--- config.mk ---
export PLATFORM = sky130hd
export DESIGN_NAME = pc_unit
export DESIGN_NICKNAME = d
export VERILOG_FILES = /design/src/rtl/pc_pkg.sv /design/src/rtl/ras_stack.sv /design/src/rtl/pc_unit.sv
export SDC_FILE = /design/constraint.sdc
export NUM_CORES = 1
export LEC_CHECK = 0
export ABC_AREA = 0
export CORE_MARGIN = 5
export CORE_UTILIZATION = 30
export DETAILED_ROUTE_END_ITERATION = 6
export PLACE_DENSITY_LB_ADDON = 0.08
export SLEW_MARGIN = 20
export SYNTH_ARGS = -nofsm -noshare
export SYNTH_HDL_FRONTEND = slang
export SYNTH_SLANG_ARGS = --single-unit
--- constraint.sdc ---
create_clock -name clk -period 4.6 [get_ports clk]
set_input_delay 0.69 -clock clk [delete_from_list [all_inputs] [get_ports clk]]
set_output_delay 0.69 -clock clk [all_outputs]
set_load 0.05 [all_outputs]
--- src/rtl/pc_pkg.sv ---
// Shared state, next-PC select encoding and default constants for the fetch-stage PC unit.
package pc_pkg;

    localparam int RESET_PC_DEF = 32;
    localparam int INT_VEC_DEF  = 0;
    localparam int PC_LIMIT_DEF = 100;

    typedef enum logic {
        RUN     = 1'b0,
        HANDLER = 1'b1
    } pc_state_t;

    typedef enum logic [2:0] {
        SEL_RESET,
        SEL_INT,
        SEL_MEM,
        SEL_HOLD,
        SEL_BRANCH,
        SEL_RET,
        SEL_SEQ,
        SEL_LIMIT
    } pc_sel_t;

endpackage

--- src/rtl/ras_stack.sv ---
// Circular return-address LIFO; push on a full stack overwrites the oldest entry.
// Zero-latency top read; push/pop take effect on the next edge; never stalls.
module ras_stack
    import pc_pkg::*;
#(
    parameter int PC_W      = 32,
    parameter int RAS_DEPTH = 4
) (
    input  logic            clk,
    input  logic            reset,
    input  logic            push,
    input  logic            pop,
    input  logic [PC_W-1:0] push_dat,
    output logic [PC_W-1:0] top_dat,
    output logic            empty,
    output logic            full
);

    localparam int PTR_W = $clog2(RAS_DEPTH);

    logic [PC_W-1:0]  mem [RAS_DEPTH];
    logic [PTR_W-1:0] top_q;
    logic [PTR_W-1:0] top_inc;
    logic [PTR_W:0]   cnt_q;

    assign top_inc = top_q + PTR_W'(1);
    assign top_dat = mem[top_q];
    assign empty   = (cnt_q == '0);
    assign full    = (cnt_q == (PTR_W+1)'(RAS_DEPTH));

    always_ff @(posedge clk) begin
        if (reset) begin
            top_q <= '0;
            cnt_q <= '0;
        end else if (push) begin
            top_q <= top_inc;
            if (!full) begin
                cnt_q <= cnt_q + (PTR_W+1)'(1);
            end
        end else if (pop && !empty) begin
            top_q <= top_q - PTR_W'(1);
            cnt_q <= cnt_q - (PTR_W+1)'(1);
        end
    end

    // Storage needs no reset: count gates every read that matters.
    always_ff @(posedge clk) begin
        if (push && !reset) begin
            mem[top_inc] <= push_dat;
        end
    end

endmodule

--- src/rtl/pc_unit.sv ---
// Fetch-stage program counter with interrupt entry/EPC, return-address stack and halt limit.
// Every redirect appears on pc_out one cycle after the sampling edge; stall holds the PC, but a memory restore overrides it.
module pc_unit
    import pc_pkg::*;
#(
    parameter int              PC_W      = 32,
    parameter logic [PC_W-1:0] RESET_PC  = PC_W'(RESET_PC_DEF),
    parameter logic [PC_W-1:0] INT_VEC   = PC_W'(INT_VEC_DEF),
    parameter logic [PC_W-1:0] PC_LIMIT  = PC_W'(PC_LIMIT_DEF),
    parameter int              RAS_DEPTH = 4
) (
    input  logic            clk,
    input  logic            reset,
    input  logic            stall,
    input  logic            int_req,
    input  logic            mem_wsp,
    input  logic [PC_W-1:0] mem_pc,
    input  logic            branch_taken,
    input  logic [PC_W-1:0] branch_dst,
    input  logic            call,
    input  logic            ret,
    output logic [PC_W-1:0] pc_out,
    output logic [PC_W-1:0] epc,
    output logic            int_ack,
    output logic            in_handler,
    output logic            halted,
    output logic            ras_empty,
    output logic            ras_full,
    output logic            ras_underflow
);

    pc_state_t       state_q, state_d;
    pc_sel_t         sel;
    logic [PC_W-1:0] pc_q, pc_d, pc_inc, ras_top, epc_q;
    logic            pend_q, pend_d, halted_q, halted_d, under_q, under_d;
    logic            ack_q, accept, ret_eff, ras_push, ras_pop;

    assign pc_inc  = pc_q + PC_W'(1);
    // A call on the same cycle as ret takes precedence, so ret is dropped.
    assign ret_eff = ret && !call;
    assign accept  = (state_q == RUN) && pend_q && !stall && !mem_wsp;

    always_comb begin
        state_d  = state_q;
        pc_d     = pc_q;
        pend_d   = pend_q;
        halted_d = halted_q;
        under_d  = under_q;
        ras_push = 1'b0;
        ras_pop  = 1'b0;
        sel      = SEL_SEQ;

        if (reset)                          sel = SEL_RESET;
        else if (accept)                    sel = SEL_INT;
        else if (mem_wsp)                   sel = SEL_MEM;
        else if (stall)                     sel = SEL_HOLD;
        else if (branch_taken)              sel = SEL_BRANCH;
        else if (ret_eff && !ras_empty)     sel = SEL_RET;
        else if (pc_q < PC_LIMIT)           sel = SEL_SEQ;
        else                                sel = SEL_LIMIT;

        // A restore out of the handler re-opens the latch in the same edge.
        if (accept) begin
            pend_d = 1'b0;
        end else if (int_req && (state_q == RUN || mem_wsp)) begin
            pend_d = 1'b1;
        end

        if (ret_eff && ras_empty && (sel inside {SEL_SEQ, SEL_LIMIT})) begin
            under_d = 1'b1;
        end

        case (sel)
            SEL_INT: begin
                pc_d    = INT_VEC;
                state_d = HANDLER;
            end
            SEL_MEM: begin
                pc_d    = mem_pc;
                state_d = RUN;
            end
            SEL_BRANCH: begin
                pc_d     = branch_dst;
                ras_push = call;
            end
            SEL_RET: begin
                pc_d    = ras_top;
                ras_pop = 1'b1;
            end
            SEL_SEQ: begin
                pc_d     = pc_inc;
                halted_d = 1'b0;
            end
            SEL_LIMIT: halted_d = 1'b1;
            default: ;
        endcase

        if ((sel inside {SEL_INT, SEL_MEM, SEL_BRANCH, SEL_RET}) && (pc_d < PC_LIMIT)) begin
            halted_d = 1'b0;
        end
    end

    always_ff @(posedge clk) begin
        if (reset) begin
            state_q  <= RUN;
            pc_q     <= RESET_PC;
            epc_q    <= '0;
            ack_q    <= 1'b0;
            pend_q   <= 1'b0;
            halted_q <= 1'b0;
            under_q  <= 1'b0;
        end else begin
            state_q  <= state_d;
            pc_q     <= pc_d;
            pend_q   <= pend_d;
            halted_q <= halted_d;
            under_q  <= under_d;
            ack_q    <= (sel == SEL_INT);
            if (sel == SEL_INT) begin
                epc_q <= pc_q;
            end
        end
    end

    ras_stack #(
        .PC_W      (PC_W),
        .RAS_DEPTH (RAS_DEPTH)
    ) u_ras (
        .clk      (clk),
        .reset    (reset),
        .push     (ras_push),
        .pop      (ras_pop),
        .push_dat (pc_inc),
        .top_dat  (ras_top),
        .empty    (ras_empty),
        .full     (ras_full)
    );

    assign pc_out        = pc_q;
    assign epc           = epc_q;
    assign int_ack       = ack_q;
    assign in_handler    = (state_q == HANDLER);
    assign halted        = halted_q;
    assign ras_underflow = under_q;

endmodule

==> results of run 1 <==
[final timing paths]
| check | start | endpoint | slack (ps) | depth (start not counted) |
|---|---|---|---|---|
| worst max-delay path | call | halted | 720 | 13 |
| worst min-delay path | epc[2] | epc[2] | 480 | 1 |
| worst max register to register | pc_out[12] | halted | 770 | 12 |
| worst min register to register | epc[2] | epc[2] | 480 | 1 |
[layout make-up]
type,count,share of cell area [%]
clock inverter,10,0.691
timing repair buffer,176,14.7
clock buffer,36,5.94
sequential,204,47.1
multi-input combinational,368,26.9
inverter,12,0.395
tap,384,4.21
[cell usage in the layout (no fill, tap or decap), types with 4 or more instances in the layout]
master,instances
a211oi_1,25
xor2_1,8
xnor2_1,25
or3_1,4
nand2_1,29
mux4_2,32
nor2b_1,4
clkinv_2,5
nand2b_1,5
clkbuf_16,25
mux2i_1,8
nor3_1,5
ha_1,7
clkdlybuf4s50_1,140
clkbuf_1,10
nand3_1,20
a22o_1,29
nor4_1,5
a22oi_1,4
dfxtp_1,74
a21oi_1,7
and3_1,11
buf_4,34
inv_1,12
nand4_1,9
a222oi_1,25
nor2_1,55
o21ai_0,10
edfxtp_1,128
[synth_stat cells, types with 2 or more instances]
library cell	count
edfxtp_1	128
dfxtp_1	76
nor2_1	55
mux4_2	32
a22o_1	29
nand2_1	29
a211oi_1	25
a222oi_1	25
xnor2_1	25
clkbuf_1	22
nand3_1	20
inv_1	12
and3_1	11
buf_2	11
o21ai_0	10
nand4_1	9
mux2i_1	8
xor2_1	8
a21oi_1	7
ha_1	7
nand2b_1	5
nor2b_1	5
nor3_1	5
nor4_1	5
a22oi_1	4
or3_1	4
buf_6	3
nor3b_1	3
o31ai_1	3
or4_1	3
a21oi_2	2
a221o_1	2
a31oi_1	2
buf_4	2
nand2_2	2
[per-layer routing]
layer	wire length (um)	up-vias	part of all wire, %	track usage [%]
met3	1760	45	6.1	3.40
li1	-	2789	-	-
met2	13600	235	47	28.5
met4	601	0	2.1	3.69
met5	0	-	0	0
met1	12700	3096	44	23.3
[cells by family (layout without fill, tap and decap cells)]
| logic type | after synthesis | in the layout | synth area share, % |
|---|---|---|---|
| simple gates | 164 | 164 | 9.47 |
| compound gates | 121 | 121 | 11.7 |
| mux | 42 | 42 | 9.55 |
| xor+xnor | 33 | 33 | 3.34 |
| buf+inv | 51 | 234 | 2.72 |
| fa+ha+maj | 8 | 8 | 1.24 |
| flops | 204 | 204 | 62.0 |
[metrics by stage]
stage	setup slack (ps)	util (%)
6_report	716	39.8
4_1_cts	755	39.8
3_5_place_dp	242	37.2
2_1_floorplan	598	-
3_3_place_gp	374	37.2
5_1_grt	543	39.8
[registers in the layout, indices dropped and copies added, names as in the netlist, 2 cells and up, named ones only]
name / count
u_ras.cnt_q: 3
epc: 32
pc_out: 32
u_ras.mem: 128
u_ras.top_q: 2
[worst max-delay path, stage by stage]
cell	delay, ps
clkdlybuf4s50_1	510
nor2b_1	350
a32o_2	210
o41ai_4	70
nor2_1	110
nor2_1	70
ha_1	210
and3_4	310
a222oi_1	600
nand4_1	180
or4_1	590
o21ai_1	240
a221oi_2	80
[power groups by stage]
stage / Clock, uW / Combinational (uW) / Sequential, uW
global placement: 0 / 456 / 2050
detailed placement: 0 / 458 / 2050
floorplan: 0 / 160 / 2130
finish: 1830 / 456 / 2010
global route: 1960 / 485 / 2010
CTS: 1880 / 460 / 2010
==> results.tsv, run 1 <==
metric	value	unit
maxSlewHeadroom	46.7	%
hp-class	reg2reg	
pwr-share-seq	46.8	%
htree_levels	1	
max_freq	0.257	GHz
core_area	28600	um^2
swShare	24.7	%
arrival	4260	ps
rsz0062_at_grt	no	
post-cts-setup-buffers	0	
place_area	10600	um^2
cts_buffers	25	
worstMarginPinSlew	800	ps
n_fill_cell	2674	
vias	6165	
combPwrFrac	10.6	%
rows	62	
final_hold_viol_count	0	
tns	0	ps
regArea	5370	um^2
drtAntennaViolNets	0	
period_share	84.4	%
syn-num-nets	703	
syn2layout_area_growth	31.7	%
synthArstFlopShare	0	%
dp.final_hpwl	19700	um
firstDrtPassIters	6	
antenna_cells	0	
cts.sinks	204	
end_kind	flop	
ir_drop	0.000267	V
ios	142	
avgSynthCellArea	13.9	um^2
skew	16.9	ps
path_class	in2reg	
synthFlopType	edfxtp_1	
synth_top_area_cell	edfxtp_1	
cp_max_fo	40	
globalRoute.totalOverflow	0	
whs	479	ps
nNetsFinal	867	
final_cell_area	11400	um^2
drcViolationCount	0	
report.power.total	4300	uW
multi_input_area	3070	um^2
clkPwrFrac	42.6	%
start_kind	primary input	
synthCells	623	
grt_use_total	17.1	%
antenna_found_initial	0	
gp_congestion	0.842	
drt_wl_total	28600	um
status	finished clean	
drtIter0Drc	549	
grt_pass1_wl	42600	um
ctsHoldBuffers	0	
cap_viol_max_count	0	
synth_seq_cells	204	
clkTransAtPathRegs	60	ps
power_switching	1060	uW
final_cells	1190	
die_w	180	um
p_int	3230	uW
power_density	377	nW/um^2
yosys-top-cells-area	edfxtp_1 44%, dfxtp_1 18%, mux4_2 8.3%, a22o_1 2.9%, a222oi_1 2.9%	
ys_types	59	
yosysTopAreaCellShare	44.4	%
maxSlewViolCount	0	
cts_tree	yes	
finalCriticalPeriod	3880	ps
io_buffers	141	
ys_seq_area_share	62.0	%
die_h	180	um
setup_viol	0	
die-area	32400	um^2
yosysWarningCount	0	
dp.cells	1144	
drive_gt1_share	14.9	%
crit_required	4980	ps
start_util	30.2	%
clock_path_buffers	3	
clk-insertion-delay-late	520	ps
first_global_vias	6428	
p_leak	0.00386	uW
wl_per_cell	24.1	um
cts_resized	0	
viasPerCell	5.18	
grt_max_degree	47	
synth_area	8660	um^2
cts_root_buf	clkbuf_16	
synth_edf_count	128	
(Power assumes the default switching activity.)
==> inputs of run 2 (changes only) <==
Clock period 4.6 ns to 3.7 ns, I/O delays scaled along.
==> run 2 against run 1 <==
Total power increased by 24%. Via count increased by 3.7%. Combinational power increased by 42%. Sequential power increased by 23%. Non-clock buffer count increased by 51. Worst setup slack got worse by 560 ps. Register-to-register slack got worse by 600 ps. Cell area increased by 4.6%. Wire length increased by 1.9%. Cell count increased by 4.5%. First-iteration DRC count increased by 8.0%. Global-route usage increased by 0.11 points. Highest routed layer unchanged.
==> results.tsv, run 2 (same netlist as run 1, synthesis figures left out) <==
metric	value	unit	change
grt_max_degree	37		was 47
cts_root_buf	clkbuf_16		unchanged
wl_per_cell	23.5	um	was 24.1 um
rsz0062_at_grt	no		unchanged
p_leak	0.00413	uW	was 0.00386 uW
reg2reg_slack	170	ps	was 770 ps
path_cells	clkdlybuf4s50_1 > inv_1 > a21oi_1 > o41ai_4 > nor2_1 > nor2_1 > ha_2 > and3_4 > buf_4 > a222oi_1 > nand4_1 > or4_1 > o21ai_1 > a221oi_2		was clkdlybuf4s50_1 > nor2b_1 > a32o_2 > o41ai_4 > nor2_1 > nor2_1 > ha_1 > and3_4 > a222oi_1 > nand4_1 > or4_1 > o21ai_1 > a221oi_2
start_kind	primary input		unchanged
clkTransAtPathRegs	60	ps	about the same
vias	6392		was 6165
path_class	in2reg		unchanged
power_density	448	nW/um^2	was 377 nW/um^2
period_share	95.9	%	
final_cell_mix	140 x clkdlybuf4s50_1, 128 x edfxtp_1, 76 x buf_4, 74 x dfxtp_1, 55 x nor2_1		was 140 x clkdlybuf4s50_1, 128 x edfxtp_1, 74 x dfxtp_1, 55 x nor2_1, 34 x buf_4
grt_pass1_wl	43100	um	was 42600 um
final_util	41.7	%	was 39.8%
layout_commonest_cell	clkdlybuf4s50_1		unchanged
ios	142		unchanged
ir_drop	0.000279	V	was 0.000267 V
arrival	3920	ps	was 4260 ps
ctsHoldBuffers	0		unchanged
die_w	180	um	unchanged
final_hold_viol_count	0		unchanged
max_freq	0.282	GHz	
gp_congestion	0.878		was 0.842
whs	399	ps	was 479 ps
grt_use_total	17.2	%	was 17.1%
maxSlewViolCount	0		unchanged
cap_viol_max_count	0		unchanged
drtIter0Drc	593		was 549
nNetsFinal	919		was 867
cts_tree	yes		unchanged
rows	62		unchanged
p_int	4030	uW	was 3230 uW
drtAntennaViolNets	0		unchanged
dp.final_hpwl	19900	um	was 19700 um
largest_reg_flops	128		unchanged
pwr-share-seq	46.4	%	was 46.8%
reg2regPathDepth	11		was 12
crit_required	4070	ps	was 4980 ps
firstDrtPassIters	6		unchanged
drt_wl_total	29200	um	was 28600 um
reg2reg_to	halted		unchanged
power_switching	1320	uW	was 1060 uW
status	finished clean		unchanged
clkPwrFrac	41.5	%	was 42.6%
crit_family	simple AND/OR/NAND/NOR gates		unchanged
path_common_cell	nor2_1		unchanged
clk-insertion-delay-late	520	ps	about the same
die_h	180	um	unchanged
r2r_start	u_ras.cnt_q[0]		was pc_out[12]
hp-class	in2reg		was reg2reg
syn2layout_area_growth	37.7	%	was 31.7%
cts.sinks	204		unchanged
top_register	u_ras.mem		unchanged
finalCriticalPeriod	3550	ps	
slowest_delay	620	ps	was 600 ps
hp-start	reset		was epc[2]
path_buf_inv	3		was 1
skew	20.0	ps	was 16.9 ps
cp_max_fo	7		was 40
crit_start	stall		was call
viasPerCell	5.14		was 5.18
drcViolationCount	0		unchanged
tns	0	ps	unchanged
swShare	24.7	%	about the same
die-area	32400	um^2	unchanged
io_buffers	141		unchanged
end_kind	flop		unchanged
maxSlewHeadroom	54.7	%	was 46.7%
hold_depth	2		was 1
whs_endpoint	ras_underflow		was epc[2]
globalRoute.totalOverflow	0		unchanged
start_util	30.2	%	unchanged
core_area	28600	um^2	unchanged
antenna_found_initial	2		was 0
cp_slowest_cell	or4_1		was a222oi_1
drive_gt1_share	21.0	%	was 14.9%
combPwrFrac	12.1	%	was 10.6%
cts_buffers	25		unchanged
htree_levels	1		unchanged
setup_viol	0		unchanged
first_global_vias	6627		was 6428
worstMarginPinSlew	675	ps	was 800 ps
clock_path_buffers	3		unchanged
## run 2: cell count changes in the layout (fill, tap and decap cells not counted), sizes merged
cell    before  now
bufinv       1    0
clkbuf      36   35
buf         36   87
and3        12   13
diode        0    2
clkinv       7    9
## run 2: through the flow
stage	instances	power [uW]	setup slack [ps]	area, um^2
3_3_place_gp	1191	3160	-105	11100
2_1_floorplan	623	2840	36.8	8660
3_5_place_dp	1191	3160	-214	11100
5_1_grt	1242	5560	25.6	11900
4_1_cts	1237	5400	51.6	11900
6_report	1244	5350	153	11900
## run 2: worst max path at each step
stage / cells past startpoint / to / slack [ps]
global route: 15 / u_ras.cnt_q[2] / 30
finish: 14 / halted / 150
global placement: 13 / halted / -100
CTS: 14 / u_ras.cnt_q[2] / 50
detailed placement: 13 / halted / -210
floorplan: 16 / u_ras.cnt_q[2] / 40
## run 2: power by group through the flow
stage               sequential [uW]  combinational, uW  clock (uW)
finish                         2480                648        2220
global route                   2480                686        2390
CTS                            2480                640        2280
detailed placement             2530                638           0
global placement               2530                635           0
floorplan                      2640                199           0
## run 2: area by class of cell
cell class,count,area (um^2)
inverters,12,45.0
multi-input cells,369,3100
well taps,384,480
repair buffers,227,2180
clock inverters,11,56.3
flip-flops and latches,204,5370
clock buffers,35,693
fillers,2631,16700
diodes,2,5.00
## run 2: per-layer routing
layer,global-route usage (%),vias to the layer above,part of all wire [%]
li1,-,2903,-
met1,23.5,3235,46
met2,28.7,222,47
met3,3.62,32,5.5
met4,3.29,0,1.5
met5,0,-,0
## run 2: timing repair
action	CTS	global route
endpoints found under the setup margin	0	2
buffers inserted	0	4
resized for setup	0	3
==> inputs of run 3 (changes only) <==
Settings changed: CTS_CLUSTER_SIZE set to 16, HOLD_SLACK_MARGIN set to 0.08, SLEW_MARGIN 20 to unset.
==> run 3 against run 2 <==
Sequential share of layout area is essentially flat. Cell count shrank 0.16%. Non-clock buffer count is the same. Maximum frequency grew 1.3%. Count of clock-buffer cells in the layout is the same. Cell area is essentially flat.
==> results.tsv, run 3 (same netlist as run 1, synthesis figures left out) <==
metric	value	unit	change
reg2reg_to	halted		unchanged
end_kind	flop		unchanged
start_util	30.2	%	unchanged
die-area	32400	um^2	unchanged
arrival	3880	ps	was 3920 ps
ctsHoldBuffers	0		unchanged
clk-insertion-delay-late	530	ps	was 520 ps
start_kind	primary input		unchanged
cts_tree	yes		unchanged
final_hold_viol_count	0		unchanged
die_h	180	um	unchanged
vias	6380		was 6392
endpoint	halted		unchanged
wl_per_cell	23.5	um	about the same
tns	0	ps	unchanged
finalCriticalPeriod	3500	ps	was 3550 ps
hp-start	reset		unchanged
final_cell_mix	140 x clkdlybuf4s50_1, 128 x edfxtp_1, 76 x buf_4, 74 x dfxtp_1, 55 x nor2_1		unchanged
maxSlewViolCount	0		unchanged
top_register	u_ras.mem		unchanged
clkPwrFrac	41.7	%	was 41.5%
layout_commonest_cell	clkdlybuf4s50_1		unchanged
setup_viol	0		unchanged
grt_max_degree	37		unchanged
globalRoute.totalOverflow	0		unchanged
hp-class	in2reg		unchanged
antenna_found_initial	2		unchanged
cap_viol_max_count	0		unchanged
cp_max_fo	7		unchanged
rows	62		unchanged
core_area	28600	um^2	unchanged
io_buffers	141		unchanged
drtIter0Drc	585		was 593
max_freq	0.285	GHz	was 0.282 GHz
maxSlewHeadroom	54.8	%	was 54.7%
first_global_vias	6620		was 6627
crit_required	4080	ps	was 4070 ps
swShare	24.6	%	was 24.7%
pwr-share-seq	46.2	%	was 46.4%
path_class	in2reg		unchanged
syn2layout_area_growth	37.8	%	was 37.7%
antenna_cells	0		was 2
worst_slack	197	ps	was 153 ps
die_w	180	um	unchanged
rsz0062_at_grt	no		unchanged
ir_drop	0.000316	V	was 0.000279 V
status	finished clean		unchanged
combPwrFrac	12.1	%	about the same
viasPerCell	5.14		about the same
post-place-ws	-214	ps	unchanged
regArea	5370	um^2	unchanged
p_int	4040	uW	was 4030 uW
p_leak	0.00414	uW	was 0.00413 uW
report.power.total	5370	uW	was 5350 uW
grt_pass1_wl	43200	um	was 43100 um
final_cell_area	11900	um^2	about the same
multi_input_area	3100	um^2	unchanged
dp.final_hpwl	19900	um	unchanged
drive_gt1_share	21.0	%	unchanged
r2r_start	u_ras.cnt_q[0]		unchanged
n_fill_cell	2630		was 2631
drcViolationCount	0		unchanged
grt_use_total	17.2	%	about the same
clkTransAtPathRegs	60	ps	about the same
whs	398	ps	was 399 ps
cts_buffers	25		unchanged
htree_levels	1		unchanged
power_switching	1320	uW	about the same
ios	142		unchanged
reg2reg_slack	220	ps	was 170 ps
drt_wl_total	29200	um	about the same
largest_reg_flops	128		unchanged
period_share	94.7	%	was 95.9%
place_area	11100	um^2	unchanged
worstMarginPinSlew	673	ps	was 675 ps
firstDrtPassIters	7		was 6
clock_path_buffers	3		unchanged
nNetsFinal	919		unchanged
gp_congestion	0.878		unchanged
power_density	450	nW/um^2	was 448 nW/um^2
crit_start	stall		unchanged
cts_root_buf	clkbuf_16		unchanged
skew	21.4	ps	was 20.0 ps
reg2regPathDepth	11		unchanged
cts.sinks	204		unchanged
drtAntennaViolNets	0		unchanged
-- run 3: changes by cell type in the layout (fill, tap and decap cells not counted), sizes merged --
cell,change
diode,-2
-- run 3: power groups by stage --
stage,Sequential (uW),Combinational (uW),Clock (uW)
6_report,2480,647,2240
5_1_grt,2480,687,2410
3_3_place_gp,2530,635,0
3_5_place_dp,2530,638,0
4_1_cts,2480,641,2300
2_1_floorplan,2640,199,0
-- run 3: worst min path at each step --
stage | slack (ps) | cells past startpoint | endpoint
finish | 400 | 2 | ras_underflow
global route | 390 | 2 | u_ras.cnt_q[2]
CTS | 380 | 2 | ras_underflow
detailed placement | 460 | 2 | epc[0]
global placement | 450 | 2 | epc[0]
floorplan | 470 | 2 | u_ras.cnt_q[1]
-- run 3: area by class of cell --
type	instances	share of cell area (%)
Clock inverter	11	0.462
Clock buffer	35	5.89
Sequential cell	204	45.0
Inverter	12	0.378
Tap cell	384	4.03
Timing Repair Buffer	227	18.3
Multi-Input combinational cell	369	26.0
-- run 3: critical path, stage by stage --
cell and delay (ps):
clkdlybuf4s50_1 510, inv_1 50, a21oi_1 230, o41ai_4 140, nor2_1 100, nor2_1 60
ha_2 220, and3_4 250, buf_4 180, a222oi_1 490, nand4_1 170, or4_1 610
o21ai_1 220, a221oi_2 70
-- run 3: metrics by stage --
stage	util, %	std cells
2_1_floorplan	-	623
3_3_place_gp	38.8	1191
3_5_place_dp	38.8	1191
4_1_cts	41.5	1237
5_1_grt	41.7	1242
6_report	41.7	1242
-- run 3: timing repair --
item,in CTS,in global routing
setup buffers,0,4
setup endpoints to repair,0,2
gates resized for setup,0,3
-- run 3: layer usage --
metal / global-route usage (%) / up-vias / part of all wire (%)
li1: - / 2894 / -
met3: 3.56 / 36 / 6.8
met4: 3.38 / 2 / 1.6
met5: 0 / - / 0.045
met2: 28.6 / 253 / 48
met1: 23.6 / 3195 / 44
